## config.mk

```make
export PLATFORM = sky130hd
export DESIGN_NAME = sdram_port_arbiter
export DESIGN_NICKNAME = d
export VERILOG_FILES = /design/src/rtl/sdram_arb_pkg.sv /design/src/rtl/sdram_pend_counter.sv /design/src/rtl/sdram_port_arbiter.sv
export SDC_FILE = /design/constraint.sdc
export NUM_CORES = 1
export LEC_CHECK = 0
export CAP_MARGIN = 30
export CORE_ASPECT_RATIO = 1.2
export CORE_MARGIN = 2
export CORE_UTILIZATION = 27
export CTS_CLUSTER_SIZE = 10
export DETAILED_ROUTE_END_ITERATION = 7
export HOLD_SLACK_MARGIN = 0.15
export PLACE_DENSITY = 0.87
export RECOVER_POWER = 50
export SYNTH_ARGS = -nofsm -noshare
export SYNTH_HDL_FRONTEND = slang
export SYNTH_SLANG_ARGS = --single-unit
```

## constraint.sdc

```tcl
create_clock -name iCLK -period 3.6 [get_ports iCLK]
set_clock_uncertainty 0.1 [all_clocks]
set_input_delay 0.72 -clock iCLK [delete_from_list [all_inputs] [get_ports iCLK]]
set_output_delay 0.72 -clock iCLK [all_outputs]
set_load 0.01 [all_outputs]
```

## src/rtl/sdram_arb_pkg.sv

```systemverilog
// sdram_arb_pkg: grant encoding and default sizing for the SDRAM port arbiter.
package sdram_arb_pkg;
  typedef enum logic [1:0] {
    GNT_NONE = 2'd0,
    GNT_WR   = 2'd1,
    GNT_RD   = 2'd2
  } gnt_t;
  localparam int ADDR_W_DEF    = 25;
  localparam int DATA_W_DEF    = 16;
  localparam int MAX_BURST_DEF = 8;
  localparam int MAX_PEND_DEF  = 4;
  localparam int PEND_W        = 4;
endpackage

```

## src/rtl/sdram_pend_counter.sv

```systemverilog
// sdram_pend_counter: outstanding-read counter with full flag and sticky underflow error.
module sdram_pend_counter
  import sdram_arb_pkg::*;
#(
  parameter int MAX = MAX_PEND_DEF
) (
  input  logic              iCLK,
  input  logic              iRST_N,
  input  logic              i_inc,
  input  logic              i_dec,
  output logic [PEND_W-1:0] o_cnt,
  output logic              o_full,
  output logic              o_err
);
  logic [PEND_W-1:0] r_cnt;
  logic              r_err;
  always_ff @(posedge iCLK or negedge iRST_N) begin
    if (!iRST_N) begin
      r_cnt <= '0;
      r_err <= 1'b0;
    end else begin
      if (i_inc && !i_dec) r_cnt <= r_cnt + 1'b1;
      else if (i_dec && !i_inc && r_cnt != '0) r_cnt <= r_cnt - 1'b1;
      if (i_dec && r_cnt == '0) r_err <= 1'b1;
    end
  end
  assign o_cnt  = r_cnt;
  assign o_full = r_cnt == PEND_W'(MAX);
  assign o_err  = r_err;
endmodule

```

## src/rtl/sdram_port_arbiter.sv

```systemverilog
// sdram_port_arbiter: shares one Avalon-MM SDRAM master between a write-only loader
// and a read-only reader with bounded bursts and a cap on outstanding reads.
module sdram_port_arbiter
  import sdram_arb_pkg::*;
#(
  parameter int ADDR_W    = ADDR_W_DEF,
  parameter int DATA_W    = DATA_W_DEF,
  parameter int MAX_BURST = MAX_BURST_DEF,
  parameter int MAX_PEND  = MAX_PEND_DEF
) (
  input  logic              iCLK,
  input  logic              iRST_N,
  input  logic              iWR_REQ,
  input  logic [ADDR_W-1:0] iWR_ADDR,
  input  logic [DATA_W-1:0] iWR_DATA,
  output logic              oWR_WAIT,
  input  logic              iRD_REQ,
  input  logic [ADDR_W-1:0] iRD_ADDR,
  output logic              oRD_WAIT,
  output logic [DATA_W-1:0] oRD_DATA,
  output logic              oRD_DATAVALID,
  output logic [ADDR_W-1:0] oSD_ADDR,
  output logic              oSD_WRITE,
  output logic              oSD_READ,
  output logic [DATA_W-1:0] oSD_WRITEDATA,
  input  logic              iSD_WAITREQUEST,
  input  logic [DATA_W-1:0] iSD_READDATA,
  input  logic              iSD_READDATAVALID,
  output logic [PEND_W-1:0] oPEND,
  output logic              oERR
);
  localparam int CNT_W = $clog2(MAX_BURST + 1);
  gnt_t             r_gnt, w_gnt_nx;
  logic [CNT_W-1:0] r_cnt, w_cnt_nx;
  logic w_pend_full, w_rd_ok, w_acc, w_lock, w_full, w_cur, w_oth;
  // A read port at the outstanding limit counts as not requesting.
  assign w_rd_ok       = iRD_REQ & !w_pend_full;
  assign oSD_WRITE     = (r_gnt == GNT_WR) & iWR_REQ;
  assign oSD_READ      = (r_gnt == GNT_RD) & w_rd_ok;
  assign oSD_ADDR      = r_gnt == GNT_WR ? iWR_ADDR : r_gnt == GNT_RD ? iRD_ADDR : '0;
  assign oSD_WRITEDATA = r_gnt == GNT_WR ? iWR_DATA : '0;
  assign oWR_WAIT      = !oSD_WRITE | iSD_WAITREQUEST;
  assign oRD_WAIT      = !oSD_READ | iSD_WAITREQUEST;
  assign oRD_DATA      = iSD_READDATA;
  assign oRD_DATAVALID = iSD_READDATAVALID;
  assign w_acc  = (oSD_WRITE | oSD_READ) & !iSD_WAITREQUEST;
  assign w_lock = (oSD_WRITE | oSD_READ) & iSD_WAITREQUEST;
  assign w_cur  = r_gnt == GNT_WR ? iWR_REQ : w_rd_ok;
  assign w_oth  = r_gnt == GNT_WR ? w_rd_ok : iWR_REQ;
  assign w_full = r_cnt + CNT_W'(w_acc) == CNT_W'(MAX_BURST);
  always_comb begin
    w_gnt_nx = r_gnt;
    w_cnt_nx = r_cnt;
    if (!w_lock) begin
      if (r_gnt == GNT_NONE) begin
        w_gnt_nx = w_rd_ok ? GNT_RD : iWR_REQ ? GNT_WR : GNT_NONE;
        w_cnt_nx = '0;
      end else if (w_cur && !w_full) begin
        w_cnt_nx = r_cnt + CNT_W'(w_acc);
      end else begin
        w_cnt_nx = '0;
        w_gnt_nx = w_oth ? (r_gnt == GNT_WR ? GNT_RD : GNT_WR) : w_cur ? r_gnt : GNT_NONE;
      end
    end
  end
  always_ff @(posedge iCLK or negedge iRST_N) begin
    if (!iRST_N) begin
      r_gnt <= GNT_NONE;
      r_cnt <= '0;
    end else begin
      r_gnt <= w_gnt_nx;
      r_cnt <= w_cnt_nx;
    end
  end
  sdram_pend_counter #(.MAX(MAX_PEND)) u_pend (
    .iCLK   (iCLK),
    .iRST_N (iRST_N),
    .i_inc  (oSD_READ & !iSD_WAITREQUEST),
    .i_dec  (iSD_READDATAVALID),
    .o_cnt  (oPEND),
    .o_full (w_pend_full),
    .o_err  (oERR)
  );
endmodule

```

==> results.toml, run 1 <==
[sta]
tightestPinTransition_ps = 697.7
final.min_clock_period_ps = 3219
finalCritPeriodShare = 0.8943
slew_violations = 0
setup_viol = 0
relSlewSlack = 0.5349
hold_viol_final = 0
timing.fmax_ghz = 0.3106
fin_setup_tns_ps = 0
rsz0062_at_grt = "false"

[routing]
wl_met3_um = 879
drt-total-wl_mm = 5.110
drcViolationCount = 0
highest_layer = "met4"
ant_nets = 0
vias = 1622
dr.pass1.iters = 5
avgViaCountPerCell = 5.117
wl_met1_mm = 1.785
dr.first_iter.drc_count = 50
routed-wl-met2_mm = 2.371
wl_per_cell_um = 16.12

[outcome]
status = "finished, final reports clean"

[global_route]
grt_first_pass_wirelength_mm = 7.320
antenna_found_initial = 0
grt_pass1_vias = 1524
grtUsageTotal = 0.1777
grt_max_degree = 42
overflow = 0

[placement]
finalWeightedCongestion = 0.9481
place_area_um2 = 2465
dpl.cell_count = 313
dpl.hpwl_mm = 4.087
io_buffers = 122

[floorplan]
die_area_um2 = 5408
fp.dieH_um = 80.16
start_util = 0.2820
coreArea_um2 = 4628
dieWidth_um = 67.47
rows = 27
boundaryPins = 155

[cells_and_area]
fin_nets = 353
antennaDiodeCount = 0
fin_area_um2 = 2505
area_growth_pct = 91.95
drive_gt1_frac = 0.03861
fin_cells = 317
nFillCells = 420

[min_path]
hold_path_end = "u_pend.o_err"
hold_depth = 2
hp-start = "u_pend.o_err"
hp-class = "reg2reg"

[critical_path]
critPathLaunchType = "input pin"
required_ps = 2780
cp.arrival_ps = 2400
cp_max_fo = 4
r2r_setup_slack_ps = 700
r2r_end = "r_gnt[0]"
crit_type = "in2out"
r2r-start = "u_pend.o_cnt[0]"
end_kind = "primary output"
reg2reg_depth = 9

[logic_synthesis]
async_reset_ff_frac = 1.000
ys.flop_type = "dfrtp_1"
synth_edf_count = 0
yosysWarnings = 0
syn_area_um2 = 1305
synth_fp_nets = 249
postSynthCellCount = 156
synth.distinct_cells = 40
ys_ff_latch = 11
avgSynthCellArea_um2 = 8.365
ys_seq_area_frac = 0.2109

[clocking]
cts_buffers = 3
postCtsHoldBufs = 0
clk_path_buf_depth = 2
htree_levels = 1
insertion_delay_ps = 250
cts_resized = 0
clock-sinks = 11
cts_setup_buffers = 0
clkTransAtPathRegs_ps = 50
cts_tree = "built"
cts_root_buf = "clkbuf_8"

[power]
p_total_mw = 1.199
p_leak_nw = 1.020
ir_worst_vdd_mv = 0.3563
p_per_area_nw_per_um2 = 478.9

[flow_run]
max_cap_viol_count = 0
-- layout by cell type (no fill, tap or decap), types with 4 or more instances in the layout --
| master | n |
|---|---|
| or3_1 | 4 |
| nand2b_1 | 4 |
| ha_1 | 4 |
| dlygate4sd3_1 | 13 |
| nor2b_1 | 4 |
| inv_1 | 6 |
| and2_1 | 16 |
| dfrtp_1 | 11 |
| a21oi_1 | 7 |
| clkdlybuf4s50_1 | 109 |
| nand2_1 | 6 |
| a22o_1 | 27 |
-- Yosys cell counts (2+ instances only) --
master	number	area [µm²]
buf_4	17	127.6
a22o_1	27	236.5
and2_1	16	100.1
xor2_1	3	26.28
nand2_1	6	22.52
a21oi_1	7	35.03
o211ai_1	2	15.01
clkbuf_1	9	33.78
o21ai_0	3	15.01
xnor2_1	3	26.28
nand3_1	2	10.01
nor2_1	2	7.510
nor3_1	3	15.01
dfrtp_1	11	275.3
a21o_1	2	15.01
nor2b_1	4	25.02
ha_1	4	50.05
nand2b_1	4	25.02
or3_1	4	25.02
a21boi_0	2	15.01
inv_1	6	22.52
-- final cells by class --
class                           instances  area, µm²  area share
Sequential cell                        11      275.3      0.1099
Inverter                                6      22.52    0.008991
Multi-Input combinational cell        112      840.8      0.3357
Timing Repair Buffer                  126       1249      0.4985
Clock buffer                            4      45.04     0.01798
Tap cell                               58      72.57     0.02897
-- worst max path at each step --
| stage | end | from | slack [ps] |
|---|---|---|---|
| floorplan | u_pend.o_cnt[2] | iSD_WAITREQUEST | 880 |
| global placement | r_gnt[0] | iRD_REQ | 330 |
| detailed placement | r_gnt[0] | iRD_REQ | 230 |
| CTS | oSD_READ | iRD_REQ | 450 |
| global route | oSD_ADDR[14] | r_gnt[0] | 210 |
| finish | oSD_READ | iRD_REQ | 380 |
-- worst max-delay path: stages --
cell,delay (ps)
dlygate4sd3_1,590
nand2_1,110
or3_1,370
inv_1,80
clkdlybuf4s50_1,530
-- power by group --
| group | total, mW | switching [mW] | internal [mW] |
|---|---|---|---|
| Combinational | 0.846 | 0.362 | 0.484 |
| Clock | 0.131 | 0.0528 | 0.0782 |
| Sequential | 0.223 | 0.0678 | 0.155 |
| Total | 1.20 | 0.482 | 0.717 |
-- sequential cells by signal (all words and copies together), names as in the netlist --
signal	flops
r_cnt	4
u_pend.o_err	1
u_pend.o_cnt	4
r_gnt	2
-- metal layers --
layer | vias to the layer above | GRT usage
li1 | 765 | -
met5 | - | 0
met1 | 743 | 0.1834
met2 | 103 | 0.3020
met3 | 11 | 0.09944
met4 | 0 | 0.05102
-- cell families (layout without fill, tap and decap cells) --
family / count (synthesis) / count (layout) / share of synthesized area
and+or+nand+nor: 47 / 47 / 0.2234
buffers and inverters: 33 / 136 / 0.1448
muxes: 1 / 1 / 0.007670
xor gates and xnor gates: 6 / 6 / 0.04028
AOI/OAI and AO/OA: 53 / 53 / 0.3193
adders and majority gates: 5 / 5 / 0.05369
DFF: 11 / 11 / 0.2109
-- metrics by stage --
stage / worst slack [ps] / util / hold WS (ps)
floorplan: 879.6 / - / 324.4
global placement: 325.4 / 0.5326 / 348.9
detailed placement: 228.6 / 0.5326 / 352.0
CTS: 449.2 / 0.5423 / 365.0
global route: 210.7 / 0.5412 / 396.7
finish: 380.7 / 0.5412 / 351.3
(Power assumes the default switching activity.)
==> run 2, diff against run 1 <==
- CORE_ASPECT_RATIO: 1.2 -> 1.25
- clock period: 3.6 -> 3 ns (I/O delays scaled with it)
==> run 2 against run 1 <==
  * Critical path depth rose by 1
  * Core utilization rose by 1.2 points
  * Clock-buffer cell count did not move
  * Critical path type unchanged
  * Critical endpoint unchanged
==> results.toml, run 2 (same netlist as run 1, synthesis figures left out) <==
[placement]
io_buffers = 122
dpl_worst_slack_ps = -119.4
place_area_um2 = 2557
finalWeightedCongestion = 0.9120
dpl.hpwl_mm = 4.053

[critical_path]
r2r_end = "r_gnt[0]"
required_ps = 2300
critPathLaunchType = "input pin"
crit_type = "in2out"
cp.arrival_ps = 2190
reg2reg_depth = 9
end_kind = "primary output"
cp_max_fo = 2
r2r-start = "u_pend.o_cnt[3]"
r2r_setup_slack_ps = 240

[routing]
wl_per_cell_um = 15.76
drt-total-wl_mm = 5.184
avgViaCountPerCell = 4.960
dr.pass1.iters = 4
ant_nets = 0
drcViolationCount = 0
dr.first_iter.drc_count = 31
vias = 1632

[cells_and_area]
antennaDiodeCount = 0
nFillCells = 441
drive_gt1_frac = 0.07063
final_common_cell = "clkdlybuf4s50_1"
fin_area_um2 = 2596
mostFrequentLayoutCells = "111 x clkdlybuf4s50_1, 27 x a22o_1, 16 x and2_1"
fin_nets = 363
area_growth_pct = 98.95

[clocking]
htree_levels = 1
postCtsHoldBufs = 0
insertion_delay_ps = 240
clk_path_buf_depth = 2
clkTransAtPathRegs_ps = 50
cts_root_buf = "clkbuf_8"
cts_setup_buffers = 0
cts_buffers = 3
clock-sinks = 11
cts_tree = "built"

[floorplan]
coreArea_um2 = 4695
fp.dieH_um = 81.73
rows = 28
dieWidth_um = 66.18
start_util = 0.2780
boundaryPins = 155
die_area_um2 = 5409

[min_path]
hp-start = "u_pend.o_err"
hold_path_end = "u_pend.o_err"
hold_depth = 2
hp-class = "reg2reg"

[sta]
relSlewSlack = 0.6543
tightestPinTransition_ps = 516.8
rsz0062_at_grt = "false"
worst_slack_ps = 106.9
hold_viol_final = 0
setup_viol = 0
slew_violations = 0
finalCritPeriodShare = 0.9644
timing.fmax_ghz = 0.3457
final.min_clock_period_ps = 2893

[power]
ir_worst_vdd_mv = 0.4215
p_leak_nw = 1.065
p_per_area_nw_per_um2 = 574.6

[global_route]
grt_first_pass_wirelength_mm = 7.376
grtUsageTotal = 0.1786
grt_pass1_vias = 1569
overflow = 0
grt_max_degree = 42
antenna_found_initial = 0

[outcome]
status = "finished, final reports clean"

[flow_run]
max_cap_viol_count = 0
## run 2: cell types whose count changed in the layout (fill, tap and decap cells not counted), moves of 2 or more
cell and change:
dlygate4sd3_1 -2, clkdlybuf4s50_1 +2, clkbuf_1 +3, buf_4 +7
## run 2: worst max path at each step
stage | to | start | cells after the start | slack, ps
floorplan | r_gnt[0] | u_pend.o_cnt[0] | 9 | 300
global placement | r_gnt[0] | iRD_REQ | 9 | -60
detailed placement | r_gnt[0] | iRD_REQ | 9 | -120
CTS | oSD_READ | iRD_REQ | 6 | 100
global route | r_gnt[1] | iRD_REQ | 10 | 20
finish | oSD_READ | iRD_REQ | 6 | 110
## run 2: worst max-delay path: stages
cell             delay, ps
clkdlybuf4s50_1        470
nand2_1                 70
or3_1                  330
buf_4                  150
inv_1                   50
clkdlybuf4s50_1        520
## run 2: per-layer routing
metal,share of wire,global-route usage
met5,0,0
met4,0.020,0.07143
met3,0.15,0.08356
met2,0.47,0.3130
met1,0.36,0.1826
## run 2: area by class of cell
class	count	area, µm²	share of cell area
Tap cell	60	75.07	0.02892
Multi-Input combinational cell	112	850.8	0.3277
Timing Repair Buffer	136	1328	0.5113
Clock buffer	4	45.04	0.01735
Inverter	6	22.52	0.008675
Sequential cell	11	275.3	0.1060
## run 2: repair_timing
item	CTS	global route
endpoints found under the setup margin	0	1
gates resized for setup	0	2
endpoints found under the hold margin	0	0
## run 2: stage by stage
stage	cells	power [mW]	setup TNS, ps	util	hold WS, ps
after floorplan	156	0.7968	0	-	204.4
after global placement	325	1.339	-64.86	0.5448	346.3
after detailed placement	325	1.354	-133.0	0.5448	361.8
after CTS	329	1.516	0	0.5544	374.2
after global routing	329	1.599	0	0.5530	394.4
final	329	1.492	0	0.5530	363.3
## run 2: where the power goes
group	total, mW	internal [mW]	leakage (nW)	switching (mW)
clock	0.151	0.0935	0.0228	0.0579
sequential	0.247	0.187	0.135	0.0601
combinational	1.09	0.626	0.907	0.468
total	1.49	0.906	1.06	0.586
==> run 3, diff against run 2 <==
- CORE_UTILIZATION: 27 -> 26
- GPL_ROUTABILITY_DRIVEN: unset -> 1
- PLACE_DENSITY: 0.87 -> 0.86
- SYNTH_HIERARCHICAL: unset -> 1
==> run 3 against run 2 <==
  * Core utilization is essentially flat
  * Register-to-register slack lost 130 ps
  * Maximum frequency is essentially flat
  * Final area shrank 0.72%
  * Global-route usage shrank 1.6 points
  * Die area shrank 2.0%
  * Highest routed layer unchanged
==> results.toml, run 3 <==
[logic_synthesis]
synth_common_cells = "25 x a22o_1, 17 x buf_4, 16 x and2_1, 11 x dfrtp_1, 8 x nand2_1"
synth_edf_count = 0
synth_compound_area_frac = 0.2543
synthDominantCellAreaShare = 0.2238
synth_fp_nets = 234
synthMuxAreaShare = 0.06409
synth-simple-area-share = 0.2299
synthAdderAreaFrac = 0.05697
ys_seq_area_frac = 0.2238
async_reset_ff_frac = 1.000
yosys.area.top_type = "dfrtp_1"
syn_area_um2 = 1230
synthTopCellsByArea = "dfrtp_1 22%, a22o_1 18%, buf_4 10%"
postSynthCellCount = 141
yosysWarnings = 6
ys_ff_latch = 11
post-synth-top-count-cell = "a22o_1"
synth_top_family_by_area = "compound AO/OA/AOI/OAI gates"
ys.flop_type = "dfrtp_1"
avgSynthCellArea_um2 = 8.723
synth_xor_area_frac = 0.02848
synth.distinct_cells = 36

[min_path]
hp-start = "u_pend/o_err"
hp-class = "reg2reg"

[routing]
vias = 1484
routed-wl-met2_mm = 2.316
wl_met1_mm = 1.850
drt-total-wl_mm = 4.840
highest_layer = "met4"
wl_per_cell_um = 15.17
dr.first_iter.drc_count = 22
wl_met3_um = 645
drcViolationCount = 0
avgViaCountPerCell = 4.652
dr.pass1.iters = 4
ant_nets = 0

[sta]
slew_violations = 0
relSlewSlack = 0.6658
setup_viol = 0
tightestPinTransition_ps = 499.7
finalCritPeriodShare = 0.9635
fin_setup_tns_ps = 0
final.min_clock_period_ps = 2891
timing.fmax_ghz = 0.3460
hold_viol_final = 0

[clocking]
cts_root_buf = "clkbuf_8"
insertion_delay_ps = 240
cts_tree = "built"
clkTransAtPathRegs_ps = 50
postCtsHoldBufs = 0
clk_path_buf_depth = 2
htree_levels = 1
cts_buffers = 3
clock-sinks = 11

[floorplan]
fp.dieH_um = 80.90
coreArea_um2 = 4659
boundaryPins = 155
die_area_um2 = 5300
dieWidth_um = 65.52
start_util = 0.2640
rows = 28

[placement]
finalWeightedCongestion = 0.9493
dpl.hpwl_mm = 3.901
dpl.cell_count = 314
io_buffers = 122

[cells_and_area]
nFillCells = 405
mostFrequentLayoutCells = "112 x clkdlybuf4s50_1, 25 x a22o_1, 17 x buf_4"
drive_gt1_frac = 0.1544
final_common_cell = "clkdlybuf4s50_1"
fin_cells = 319
area_growth_pct = 109.6
fin_nets = 353
antennaDiodeCount = 0

[critical_path]
cp_max_fo = 3
required_ps = 3020
r2r_setup_slack_ps = 110
crit_type = "reg2reg"
cp.arrival_ps = 2910
cp-startpoint = "u_pend/o_cnt[3]"
r2r-start = "u_pend/o_cnt[3]"
critPathLaunchType = "register"
end_kind = "register"

[global_route]
grtUsageTotal = 0.1627
grt_first_pass_wirelength_mm = 6.720
grt_pass1_vias = 1341
antenna_found_initial = 0
grt_max_degree = 42
overflow = 0

[power]
ir_worst_vdd_mv = 0.5019
p_leak_nw = 1.078
p_per_area_nw_per_um2 = 709.4

[outcome]
status = "finished, final reports clean"

[flow_run]
max_cap_viol_count = 0
## run 3: cell count changes after synthesis, moves of 3 or more
cell	previous run	this run
o21ai_0	3	0
o21ai_1	0	4
or3_1	4	0
xnor2_1	3	0
inv_1	6	3
a21oi_1	7	4
nor3_1	3	0
## run 3: metrics by stage
step	power [mW]	setup slack, ps	instance area, µm²	hold slack [ps]	utilization
final	1.828	109.5	2577	364.7	0.5532
after global routing	1.956	-3.679	2577	407.8	0.5532
after CTS	1.822	17.92	2550	372.4	0.5473
after detailed placement	1.654	-186.9	2495	360.7	0.5354
after global placement	1.630	-107.3	2495	357.9	0.5354
after floorplan	0.9189	3.897	1230	204.4	-
## run 3: worst paths after layout
kind / endpoint / cells past startpoint
max: r_gnt[1] / 12
min: u_pend/o_err / 1
max reg2reg: r_gnt[1] / 12
min reg2reg: u_pend/o_err / 1
max in group asynchronous: r_gnt[0] / 1
min in group asynchronous: r_cnt[0] / 1
## run 3: cell families (layout without fill, tap and decap cells)
kind of cell / count (synthesis) / in the layout
buffers and inverters: 29 / 147
DFF: 11 / 11
AOI/OAI and AO/OA: 39 / 39
xor gates and xnor gates: 4 / 4
and+or+nand+nor: 46 / 46
muxes: 7 / 7
adders and majority gates: 5 / 5
## run 3: layout make-up
type / instances / area, µm² / share of cell area
clock buffers: 4 / 45.04 / 0.01748
inverters: 3 / 11.26 / 0.004369
multi-input cells: 101 / 814.5 / 0.3160
flip-flops and latches: 11 / 275.3 / 0.1068
well taps: 60 / 75.07 / 0.02913
repair buffers: 140 / 1356 / 0.5262
## run 3: routing by layer
layer / up-vias / track usage
li1: 722 / -
met1: 684 / 0.1835
met2: 72 / 0.2745
met3: 6 / 0.08587
met4: 0 / 0.03125
met5: - / 0
## run 3: worst max-delay path, stage by stage, from the launching register on
cell and delay (ps):
dfrtp_1 390, nor4b_2 270, buf_4 160, and4bb_2 250, a21oi_2 120, nor2_1 50, ha_2 170, ha_2 190
xor2_1 170, or3_4 340, o21ai_2 130, o211ai_2 120, mux2_4 300
## run 3: what timing repair did
item,4_1_cts,5_1_grt
setup endpoints to repair,2,3
resized for setup,2,6
gates cloned,0,0
setup buffers,0,1
pin swaps,0,5
endpoints found under the hold margin,0,0
## run 3: report_power, final
group | switching, mW | internal [mW] | total, mW
Sequential | 0.0475 | 0.199 | 0.247
Clock | 0.0585 | 0.0935 | 0.152
Combinational | 0.591 | 0.839 | 1.43
Total | 0.697 | 1.13 | 1.83
